[config.mk]
export PLATFORM = sky130hd
export DESIGN_NAME = tlb_refill_walker
export DESIGN_NICKNAME = d
export VERILOG_FILES = /design/src/rtl/tlb_refill_walker_pkg.sv /design/src/rtl/tlb_refill_walker_pte_decoder.sv /design/src/rtl/tlb_refill_walker.sv
export SDC_FILE = /design/constraint.sdc
export NUM_CORES = 1
export LEC_CHECK = 0
export ABC_AREA = 1
export BUFFER_PORTS_ARGS = -buffer_cell sky130_fd_sc_hd__buf_2
export CAP_MARGIN = 20
export CORE_AREA = 10 10 141 143
export CTS_BUF_LIST = sky130_fd_sc_hd__clkbuf_8
export DETAILED_ROUTE_END_ITERATION = 8
export DIE_AREA = 0 0 151 153
export PLACE_DENSITY_LB_ADDON = 0.15
export SLEW_MARGIN = 20
export SYNTH_ARGS = -nofsm -noshare
export SYNTH_HDL_FRONTEND = slang
export SYNTH_HIERARCHICAL = 1
export SYNTH_SLANG_ARGS = --single-unit
export TNS_END_PERCENT = 5
[constraint.sdc]
create_clock -name clk -period 4.2 [get_ports clk]
set_input_delay 0.84 -clock clk [delete_from_list [all_inputs] [get_ports clk]]
set_output_delay 0.84 -clock clk [all_outputs]
set_load 0.03 [all_outputs]
[src/rtl/tlb_refill_walker_pkg.sv]
// Shared types for the Sv32 page-table walker: walker states, PTE layout,
// TLB entry and the CSR/access types seen on its ports.
package TlbWalkerTypes;

  localparam int unsigned PADDR_WIDTH   = 34;
  localparam int unsigned PTE_SIZE_LOG2 = 2;
  localparam int unsigned LEVELS        = 2;

  typedef enum logic [1:0] {
    AccessLoad  = 2'd0,
    AccessStore = 2'd1,
    AccessFetch = 2'd2
  } MemoryAccessType;

  typedef struct packed {
    logic        mode;
    logic [8:0]  asid;
    logic [21:0] ppn;
  } csr_satp_t;

  typedef struct packed {
    logic        valid;
    logic        fault;
    logic [7:0]  flags;
    logic [21:0] pageNumber;
  } TlbEntry;

  typedef struct packed {
    logic [21:0] ppn;
    logic [1:0]  rsw;
    logic        D;
    logic        A;
    logic        G;
    logic        U;
    logic        X;
    logic        W;
    logic        R;
    logic        V;
  } Pte;

  typedef enum logic [3:0] {
    Idle,
    ReqL1,
    WaitL1,
    ReqL0,
    WaitL0,
    Check,
    ReqWb,
    WaitWb,
    Refill,
    Drain
  } WalkerState;

endpackage

[src/rtl/tlb_refill_walker_pte_decoder.sv]
// Combinational classification of one Sv32 PTE at a given walk level.
module PteDecoder
  import TlbWalkerTypes::*;
(
  input  Pte                          pte,
  input  logic [$clog2(LEVELS)-1:0]   level,
  output logic                        isInvalid,
  output logic                        isLeaf,
  output logic                        isMisaligned,
  output logic [21:0]                 nextPpn
);

  logic unusedPteBits;

  always_comb begin
    isInvalid    = !pte.V || (!pte.R && pte.W);
    isLeaf       = pte.R || pte.X;
    // a superpage leaf must have its low PPN slice clear
    isMisaligned = isLeaf && (level != '0) && (pte.ppn[9:0] != '0);
    nextPpn      = pte.ppn;
  end

  assign unusedPteBits = ^{pte.rsw, pte.D, pte.A, pte.G, pte.U};

endmodule

[src/rtl/tlb_refill_walker.sv]
// Sv32 two-level page-table walker: reads PTEs, optionally writes back A/D,
// then emits one TLB entry (translation or fault) per accepted miss.
module tlb_refill_walker
  import TlbWalkerTypes::*;
#(
  parameter bit          UpdateAccessDirty = 1'b1,
  parameter int unsigned MemAddrWidth      = PADDR_WIDTH
) (
  input  logic                    clk,
  input  logic                    rst,
  input  logic                    reqValid,
  output logic                    reqReady,
  input  logic [19:0]             reqVpn,
  input  MemoryAccessType         reqAccessType,
  input  csr_satp_t               csrSatp,
  input  logic                    flush,
  output logic                    tlbWriteEnable,
  output logic [19:0]             tlbWriteKey,
  output TlbEntry                 tlbWriteValue,
  output logic                    done,
  output logic                    memReadEnable,
  output logic                    memWriteEnable,
  output logic [MemAddrWidth-1:0] memAddr,
  output logic [31:0]             memWriteValue,
  input  logic                    memReady,
  input  logic                    memDone,
  input  logic [31:0]             memReadValue
);

  WalkerState                state, stateNext;
  logic [19:0]               vpnQ;
  MemoryAccessType           accessQ;
  logic [21:0]               rootPpnQ;
  Pte                        pteQ;
  logic [MemAddrWidth-1:0]   leafAddrQ;
  logic                      faultQ;
  logic [21:0]               pageQ;

  logic                      decInvalid, decLeaf, decMisaligned;
  logic [21:0]               decNextPpn;
  logic [$clog2(LEVELS)-1:0] decLevel;
  logic                      needA, needD, accept;
  logic [MemAddrWidth-1:0]   l1Addr, l0Addr;
  logic                      unusedSatpBits;

  assign decLevel = (state == WaitL1);
  assign accept   = (state == Idle) && reqValid && !flush;
  assign needA    = !pteQ.A;
  assign needD    = (accessQ == AccessStore) && pteQ.W && !pteQ.D;
  assign l1Addr   = MemAddrWidth'({rootPpnQ, vpnQ[19:10], {PTE_SIZE_LOG2{1'b0}}});
  assign l0Addr   = MemAddrWidth'({pteQ.ppn, vpnQ[9:0], {PTE_SIZE_LOG2{1'b0}}});
  assign tlbWriteKey    = vpnQ;
  assign unusedSatpBits = ^{csrSatp.mode, csrSatp.asid};

  PteDecoder decoder (
    .pte          (Pte'(memReadValue)),
    .level        (decLevel),
    .isInvalid    (decInvalid),
    .isLeaf       (decLeaf),
    .isMisaligned (decMisaligned),
    .nextPpn      (decNextPpn)
  );

  always_ff @(posedge clk or negedge rst) begin
    if (!rst) state <= Idle;
    else      state <= stateNext;
  end

  always_comb begin
    stateNext      = state;
    reqReady       = 1'b0;
    memReadEnable  = 1'b0;
    memWriteEnable = 1'b0;
    memAddr        = '0;
    memWriteValue  = '0;
    tlbWriteEnable = 1'b0;
    done           = 1'b0;
    tlbWriteValue  = '0;
    case (state)
      Idle: begin
        reqReady = 1'b1;
        if (accept) stateNext = ReqL1;
      end
      ReqL1, ReqL0, ReqWb: begin
        memReadEnable  = (state != ReqWb);
        memWriteEnable = (state == ReqWb);
        memAddr        = (state == ReqL1) ? l1Addr : (state == ReqL0) ? l0Addr : leafAddrQ;
        memWriteValue  = (state == ReqWb) ? pteQ : '0;
        // a request the memory took in the flush cycle still owes a response
        if (flush)         stateNext = memReady ? Drain : Idle;
        else if (memReady) stateNext = (state == ReqL1) ? WaitL1 : (state == ReqL0) ? WaitL0 : WaitWb;
      end
      WaitL1: begin
        if (memDone) begin
          if (flush)                           stateNext = Idle;
          else if (decInvalid || decMisaligned) stateNext = Refill;
          else if (decLeaf)                    stateNext = Check;
          else                                 stateNext = ReqL0;
        end else if (flush) stateNext = Drain;
      end
      WaitL0: begin
        if (memDone) begin
          if (flush)                        stateNext = Idle;
          else if (decInvalid || !decLeaf)  stateNext = Refill;
          else                              stateNext = Check;
        end else if (flush) stateNext = Drain;
      end
      WaitWb: begin
        if (memDone)    stateNext = flush ? Idle : Refill;
        else if (flush) stateNext = Drain;
      end
      Check: begin
        if (flush)                                        stateNext = Idle;
        else if ((needA || needD) && UpdateAccessDirty)   stateNext = ReqWb;
        else                                              stateNext = Refill;
      end
      Refill: begin
        if (!flush) begin
          tlbWriteEnable           = 1'b1;
          done                     = 1'b1;
          tlbWriteValue.valid      = 1'b1;
          tlbWriteValue.fault      = faultQ;
          tlbWriteValue.flags      = pteQ[7:0];
          tlbWriteValue.pageNumber = faultQ ? '0 : pageQ;
        end
        stateNext = Idle;
      end
      Drain: begin
        if (memDone) stateNext = Idle;
      end
      default: stateNext = Idle;
    endcase
  end

  always_ff @(posedge clk or negedge rst) begin
    if (!rst) begin
      vpnQ      <= '0;
      accessQ   <= AccessLoad;
      rootPpnQ  <= '0;
      pteQ      <= '0;
      leafAddrQ <= '0;
      faultQ    <= 1'b0;
      pageQ     <= '0;
    end else begin
      case (state)
        Idle: if (accept) begin
          vpnQ     <= reqVpn;
          accessQ  <= reqAccessType;
          rootPpnQ <= csrSatp.ppn;
          faultQ   <= 1'b0;
        end
        ReqL1, ReqL0: if (memReady) leafAddrQ <= memAddr;
        WaitL1: if (memDone) begin
          pteQ   <= Pte'(memReadValue);
          faultQ <= decInvalid || decMisaligned;
          pageQ  <= {decNextPpn[21:10], vpnQ[9:0]};
        end
        WaitL0: if (memDone) begin
          pteQ   <= Pte'(memReadValue);
          faultQ <= decInvalid || !decLeaf;
          pageQ  <= decNextPpn;
        end
        // the updated PTE doubles as the writeback data and the refill flags
        Check: if (needA || needD) begin
          if (UpdateAccessDirty) begin
            pteQ.A <= 1'b1;
            pteQ.D <= pteQ.D || needD;
          end else begin
            faultQ <= 1'b1;
          end
        end
        default: ;
      endcase
    end
  end

endmodule

==> results of run 1 <==
worst max-delay path: cells and delay by family (launching register included):
| kind | cells | cell delay, ns |
|---|---|---|
| simple gates | 4 | 1.15 |
| flops | 1 | 0.47 |
| buf+inv | 3 | 0.35 |
| compound gates | 1 | 0.16 |
cell usage in the layout (no fill, tap or decap):
master	netlist	final
nor2_2	2	1
inv_1	140	141
inv_6	0	3
nand2_4	1	1
nor2_4	2	3
buf_12	1	1
nor2_1	103	103
nand3_2	1	1
a31oi_1	10	10
o22ai_1	1	1
buf_4	39	3
o211ai_1	33	33
dfrtp_1	137	137
a21oi_1	1	1
buf_2	16	203
nand2_1	245	245
mux2_2	4	4
clkinv_4	0	4
diode_2	0	1
o21a_1	1	1
clkinvlp_4	0	3
nand2_2	10	10
o21ai_2	27	27
clkbuf_8	0	20
inv_2	7	7
or2_4	1	1
nand3_1	10	10
o21ai_0	53	53
nand4_1	2	2
clkinv_2	0	1
bufinv_16	0	2
mux2_4	40	40
registers in the layout (all words and copies together), names as in the netlist:
signal,count
leafAddrQ,34
l0Addr,22
pageQ,22
rootPpnQ,22
tlbWriteKey,20
pteQ,10
state,4
accessQ,2
faultQ,1
final cells by class:
cell class | count | area share
Antenna cell | 1 | 0.0002867
Clock buffer | 19 | 0.02996
Clock inverter | 13 | 0.01649
Inverter | 148 | 0.06422
Multi-Input combinational cell | 547 | 0.3412
Sequential cell | 137 | 0.3928
Tap cell | 225 | 0.03225
Timing Repair Buffer | 208 | 0.1228
cells by family (layout without fill, tap and decap cells):
family / count (synthesis) / count (layout) / share of synthesized area
buf+inv: 223 / 388 / 0.1482
flops: 137 / 137 / 0.4562
mux: 44 / 44 / 0.08591
other cells: 0 / 1 / 0
simple gates: 377 / 377 / 0.1991
compound gates: 126 / 126 / 0.1106
how the worst max path moves through the flow:
stage	endpoint	slack, ns	depth (start not counted)
after global routing	memAddr[32]	0.49	8
after global placement	tlbWriteValue[11]	1.10	7
final	memAddr[18]	0.76	8
after CTS	memAddr[18]	0.72	8
after floorplan	tlbWriteValue[10]	1.35	6
after detailed placement	tlbWriteValue[11]	1.05	7
power by group:
part / internal (mW) / switching, mW
Combinational: 1.19 / 2.19
Clock: 0.563 / 0.544
Sequential: 1.96 / 0.340
stage by stage:
stage | total power [mW] | utilization
finish | 6.786 | 0.5117
floorplan | 4.990 | -
detailed placement | 5.746 | 0.4875
CTS | 6.878 | 0.5113
global route | 7.350 | 0.5117
global placement | 5.704 | 0.4875
cells in the mapped netlist (all sizes together):
master	number	area, um2
nand2	256	993.5
o21a	1	7.510
clkbuf	5	27.52
o211ai	33	247.7
nor2	107	421.7
a31oi	10	62.56
o21ai	80	501.7
mux2	44	645.6
o22ai	1	6.260
a21oi	1	5.000
nand4	2	12.51
inv	148	558.0
dfrtp	137	3428
nand3	11	60.06
buf	70	528.0
or2	1	8.760
routing by layer:
| metal | wire, um | global-route usage | vias to the layer above |
|---|---|---|---|
| li1 | - | - | 3077 |
| met1 | 9310 | 0.2354 | 2801 |
| met2 | 9980 | 0.2953 | 160 |
| met3 | 1325 | 0.04990 | 25 |
| met4 | 327 | 0.05410 | 2 |
| met5 | 13 | 0 | - |
==> impl_metrics.env, run 1 <==
export IMPL_maxCapViolCount=0
export IMPL_cts_root_buf="clkbuf_8"
export IMPL_row_count=48
export IMPL_final_nets=1151
export IMPL_area_delta_synth_final_pct=16.15
export IMPL_ir_drop_uv=490.5
export IMPL_finalMaxSlewViolations=0
export IMPL_grt_pass1_wl_mm=33.73
export IMPL_multi_input_area_mm2=0.002978
export IMPL_globalplace_congestion=0.8358
export IMPL_drtIter0Drc=426
export IMPL_htreeDepth=4
export IMPL_timing_rr_start="state[2]$_DFFE_PN0P_"
export IMPL_grt_max_degree=109
export IMPL_power_density_mw_per_mm2=777.5
export IMPL_worst_slack_ns=0.7589
export IMPL_outcome="complete, no violations"
export IMPL_place_ws_ns=1.049
export IMPL_wl_per_cell_um=16.14
export IMPL_syn_area_per_cell_um2=8.285
export IMPL_end_kind="output port"
export IMPL_ctsResizeCount=0
export IMPL_design_area_mm2=0.008728
export IMPL_grtUsageTotal=0.1838
export IMPL_rsz0062_at_grt="false"
export IMPL_netlist_area_mm2=0.007515
export IMPL_final_setup_tns_ns=0
export IMPL_postCtsSetupBuffers=0
export IMPL_syn_num_nets=999
export IMPL_grt_pass1_vias=6190
export IMPL_skew_ns=0.01208
export IMPL_drt_total_wl_mm=20.96
export IMPL_setup_violations=0
export IMPL_dr_pass1_iters=5
export IMPL_clock_path_buffers=2
export IMPL_path_max_fanout=32
export IMPL_ant_nets=0
export IMPL_initial_core_util=0.4406
export IMPL_p_leak_nw=4.865
export IMPL_cts_hold_buf=0
export IMPL_critPathSlowestCell="nor2_4"
export IMPL_synth_cells=907
export IMPL_io_buffer_count=204
export IMPL_post_route_period_util=0.8193
export IMPL_clk_latency_ns=0.45
export IMPL_fp_dieW_um=151
export IMPL_path_cells="nor2_4 > inv_1 > nor2_4 > nand2_1 > o211ai_1 > nand2_1 > inv_1 > buf_2"
export IMPL_synthDistinctLibCells=31
export IMPL_ios=215
export IMPL_reg2reg_depth=6
export IMPL_r2r_end="leafAddrQ[22]$_DFFE_PN0P_"
export IMPL_dp_cells=1265
export IMPL_dieArea_mm2=0.02310
export IMPL_core_area_mm2=0.01706
export IMPL_vias_per_cell=4.673
export IMPL_cp_arrival_ns=2.60
export IMPL_ys_seq_area_frac=0.4562
export IMPL_clock_fmax_mhz=290.6
export IMPL_die_h_um=153
export IMPL_cts_made_buffers=17
export IMPL_clkTransAtPathRegs_ns=0.08
export IMPL_startpoint_type="register"
export IMPL_layoutNonFillerInstCount=1298
export IMPL_crit_start="state[2]$_DFFE_PN0P_"
export IMPL_min_path_type="in -> async"
export IMPL_dpl_instance_area_mm2=0.008315
export IMPL_via_count=6065
export IMPL_fill_cells=1722
export IMPL_drc=0
export IMPL_clkSinkCount=137
export IMPL_worst_ep_required_time_ns=3.36
export IMPL_cpPeakStageDelay_ns=0.70
export IMPL_finalHoldViolCount=0
export IMPL_hold_slack_ns=0.4792
export IMPL_antenna_found_initial=2
export IMPL_dpl_hpwl_mm=14.70
export IMPL_path_class="reg -> out"
export IMPL_cts_tree="yes"
export IMPL_yosys_warnings=6
export IMPL_drive_above_1_share=0.3125
export IMPL_rrSetupSlack_ns=1.42
export IMPL_grt_ovfl_total=0
export IMPL_slew_headroom=0.3232
export IMPL_synth_seq_cells=137
export IMPL_min_period_ns=3.441
export IMPL_worst_slew_pin_slew_ns=1.014
export IMPL_seqCellArea_mm2=0.003428
Note: power is estimated with default switching activity, not from simulation.
==> run 2, diff against run 1 <==
==> constraint.sdc (replaced) <==
create_clock -name clk -period 3.05 [get_ports clk]
set_input_delay 0.61 -clock clk [delete_from_list [all_inputs] [get_ports clk]]
set_output_delay 0.61 -clock clk [all_outputs]
set_load 0.03 [all_outputs]
==> run 2 against run 1 <==
Effect of this change:
- via count grew 0.69%
- largest power group unchanged
- first-iteration DRC count grew 2.8%
- final cell count grew 0.69%
- critical endpoint is now memAddr[33]
- power grew 43%
- hold slack lost 0.35 ns
- critical path depth is the same
==> impl_metrics.env, run 2 (synthesis gave the netlist of run 1 again) <==
export IMPL_final_nets=1160
export IMPL_path_max_fanout=21
export IMPL_layoutNonFillerInstCount=1307
export IMPL_dr_pass1_iters=5
export IMPL_outcome="complete, no violations"
export IMPL_skew_ns=0.009170
export IMPL_grt_ovfl_total=0
export IMPL_path_class="reg -> out"
export IMPL_dp_cells=1274
export IMPL_startpoint_type="register"
export IMPL_design_area_mm2=0.008914
export IMPL_min_path_type="in -> async"
export IMPL_finalMaxSlewViolations=0
export IMPL_via_count=6107
export IMPL_cts_hold_buf=0
export IMPL_grt_max_degree=58
export IMPL_cts_root_buf="clkbuf_8"
export IMPL_ir_drop_uv=602.6
export IMPL_top_register="leafAddrQ"
export IMPL_worst_slew_pin_slew_ns=0.8981
export IMPL_clk_latency_ns=0.44
export IMPL_io_buffer_count=204
export IMPL_antenna_found_initial=3
export IMPL_row_count=48
export IMPL_hold_slack_ns=0.1304
export IMPL_fp_dieW_um=151
export IMPL_fill_cells=1725
export IMPL_cp_arrival_ns=2.30
export IMPL_end_kind="output port"
export IMPL_die_h_um=153
export IMPL_grt_pass1_wl_mm=33.80
export IMPL_largest_register_ffs=34
export IMPL_clkSinkCount=137
export IMPL_dieArea_mm2=0.02310
export IMPL_clock_fmax_mhz=343.6
export IMPL_maxCapViolCount=0
export IMPL_wl_per_cell_um=16.15
export IMPL_area_delta_synth_final_pct=18.61
export IMPL_htreeDepth=4
export IMPL_drt_total_wl_mm=21.11
export IMPL_grt_pass1_vias=6194
export IMPL_dpl_hpwl_mm=15.46
export IMPL_cts_made_buffers=17
export IMPL_post_route_period_util=0.9543
export IMPL_final_setup_tns_ns=0
export IMPL_vias_per_cell=4.673
export IMPL_setup_violations=0
export IMPL_p_leak_nw=4.956
export IMPL_drtIter0Drc=438
export IMPL_slew_headroom=0.4013
export IMPL_mostFrequentLayoutCells="245 x nand2_1, 203 x buf_2, 140 x inv_1"
export IMPL_grtUsageTotal=0.1855
export IMPL_core_area_mm2=0.01706
export IMPL_initial_core_util=0.4406
export IMPL_power_mw=9.685
export IMPL_clock_path_buffers=2
export IMPL_power_density_mw_per_mm2=1087
export IMPL_cts_tree="yes"
export IMPL_drc=0
export IMPL_min_period_ns=2.911
export IMPL_drive_above_1_share=0.3201
export IMPL_dpl_instance_area_mm2=0.008446
export IMPL_globalplace_congestion=0.8831
export IMPL_ios=215
export IMPL_finalHoldViolCount=0
export IMPL_layout_commonest_cell="nand2_1"
export IMPL_clkTransAtPathRegs_ns=0.08
export IMPL_ant_nets=0
export IMPL_worst_ep_required_time_ns=2.44
export IMPL_rsz0062_at_grt="true"
-- run 2: final timing paths --
| kind | startpoint | endpoint | slack, ns | cells past startpoint |
|---|---|---|---|---|
| min in group clk | memReadValue[9] | pteQ[9]$_DFFE_PN0P_ | 0.38 | 3 |
| min | rst | rootPpnQ[4]$_DFFE_PN0P_ | 0.13 | 1 |
| max in group asynchronous | rst | rootPpnQ[14]$_DFFE_PN0P_ | 2.28 | 2 |
| max | state[3]$_DFFE_PN0P_ | memAddr[33] | 0.14 | 8 |
| min reg2reg | leafAddrQ[0]$_DFFE_PN0P_ | leafAddrQ[0]$_DFFE_PN0P_ | 0.48 | 2 |
| max reg2reg | state[3]$_DFFE_PN0P_ | leafAddrQ[11]$_DFFE_PN0P_ | 0.68 | 9 |
-- run 2: power by group --
part	internal (mW)	switching [mW]
Combinational	1.74	3.04
Clock	0.975	0.755
Sequential	2.70	0.473
-- run 2: final cells by class --
cell class | count | area [um2] | share of cell area
Tap cell | 225 | 281.5 | 0.03158
Antenna cell | 1 | 2.502 | 0.0002807
Sequential cell | 137 | 3430 | 0.3848
Clock buffer | 17 | 234.0 | 0.02625
Timing Repair Buffer | 217 | 1200 | 0.1346
Inverter | 148 | 559.3 | 0.06275
Multi-Input combinational cell | 547 | 2983 | 0.3346
Clock inverter | 15 | 224.0 | 0.02513
-- run 2: critical path, stage by stage, from the launching register on --
cell,delay (ns)
dfrtp_1,0.45
nor2_4,0.24
nand2_1,0.13
inv_2,0.41
buf_12,0.22
o211ai_1,0.10
nand2_1,0.07
inv_1,0.05
buf_2,0.17
-- run 2: through the flow --
stage                     utilization  worst slack [ns]
after floorplan                     -            0.6638
after global placement         0.4952            0.4050
after detailed placement       0.4952            0.3705
after CTS                      0.5220           0.04224
after global routing           0.5226          -0.03916
final                          0.5226            0.1393
-- run 2: timing repair --
action	CTS	global route
endpoints found under the hold margin	0	0
gates resized for setup	0	3
buffers inserted	0	0
endpoints found under the setup margin	0	46
-- run 2: metal layers --
metal | global-route usage | vias up | routed length, um | share of wire
met5 | 0 | - | 21 | 0.00099
met4 | 0.04402 | 4 | 315 | 0.015
met3 | 0.06377 | 26 | 1522 | 0.072
met2 | 0.2957 | 170 | 10040 | 0.48
met1 | 0.2356 | 2808 | 9207 | 0.44
li1 | - | 3099 | - | -
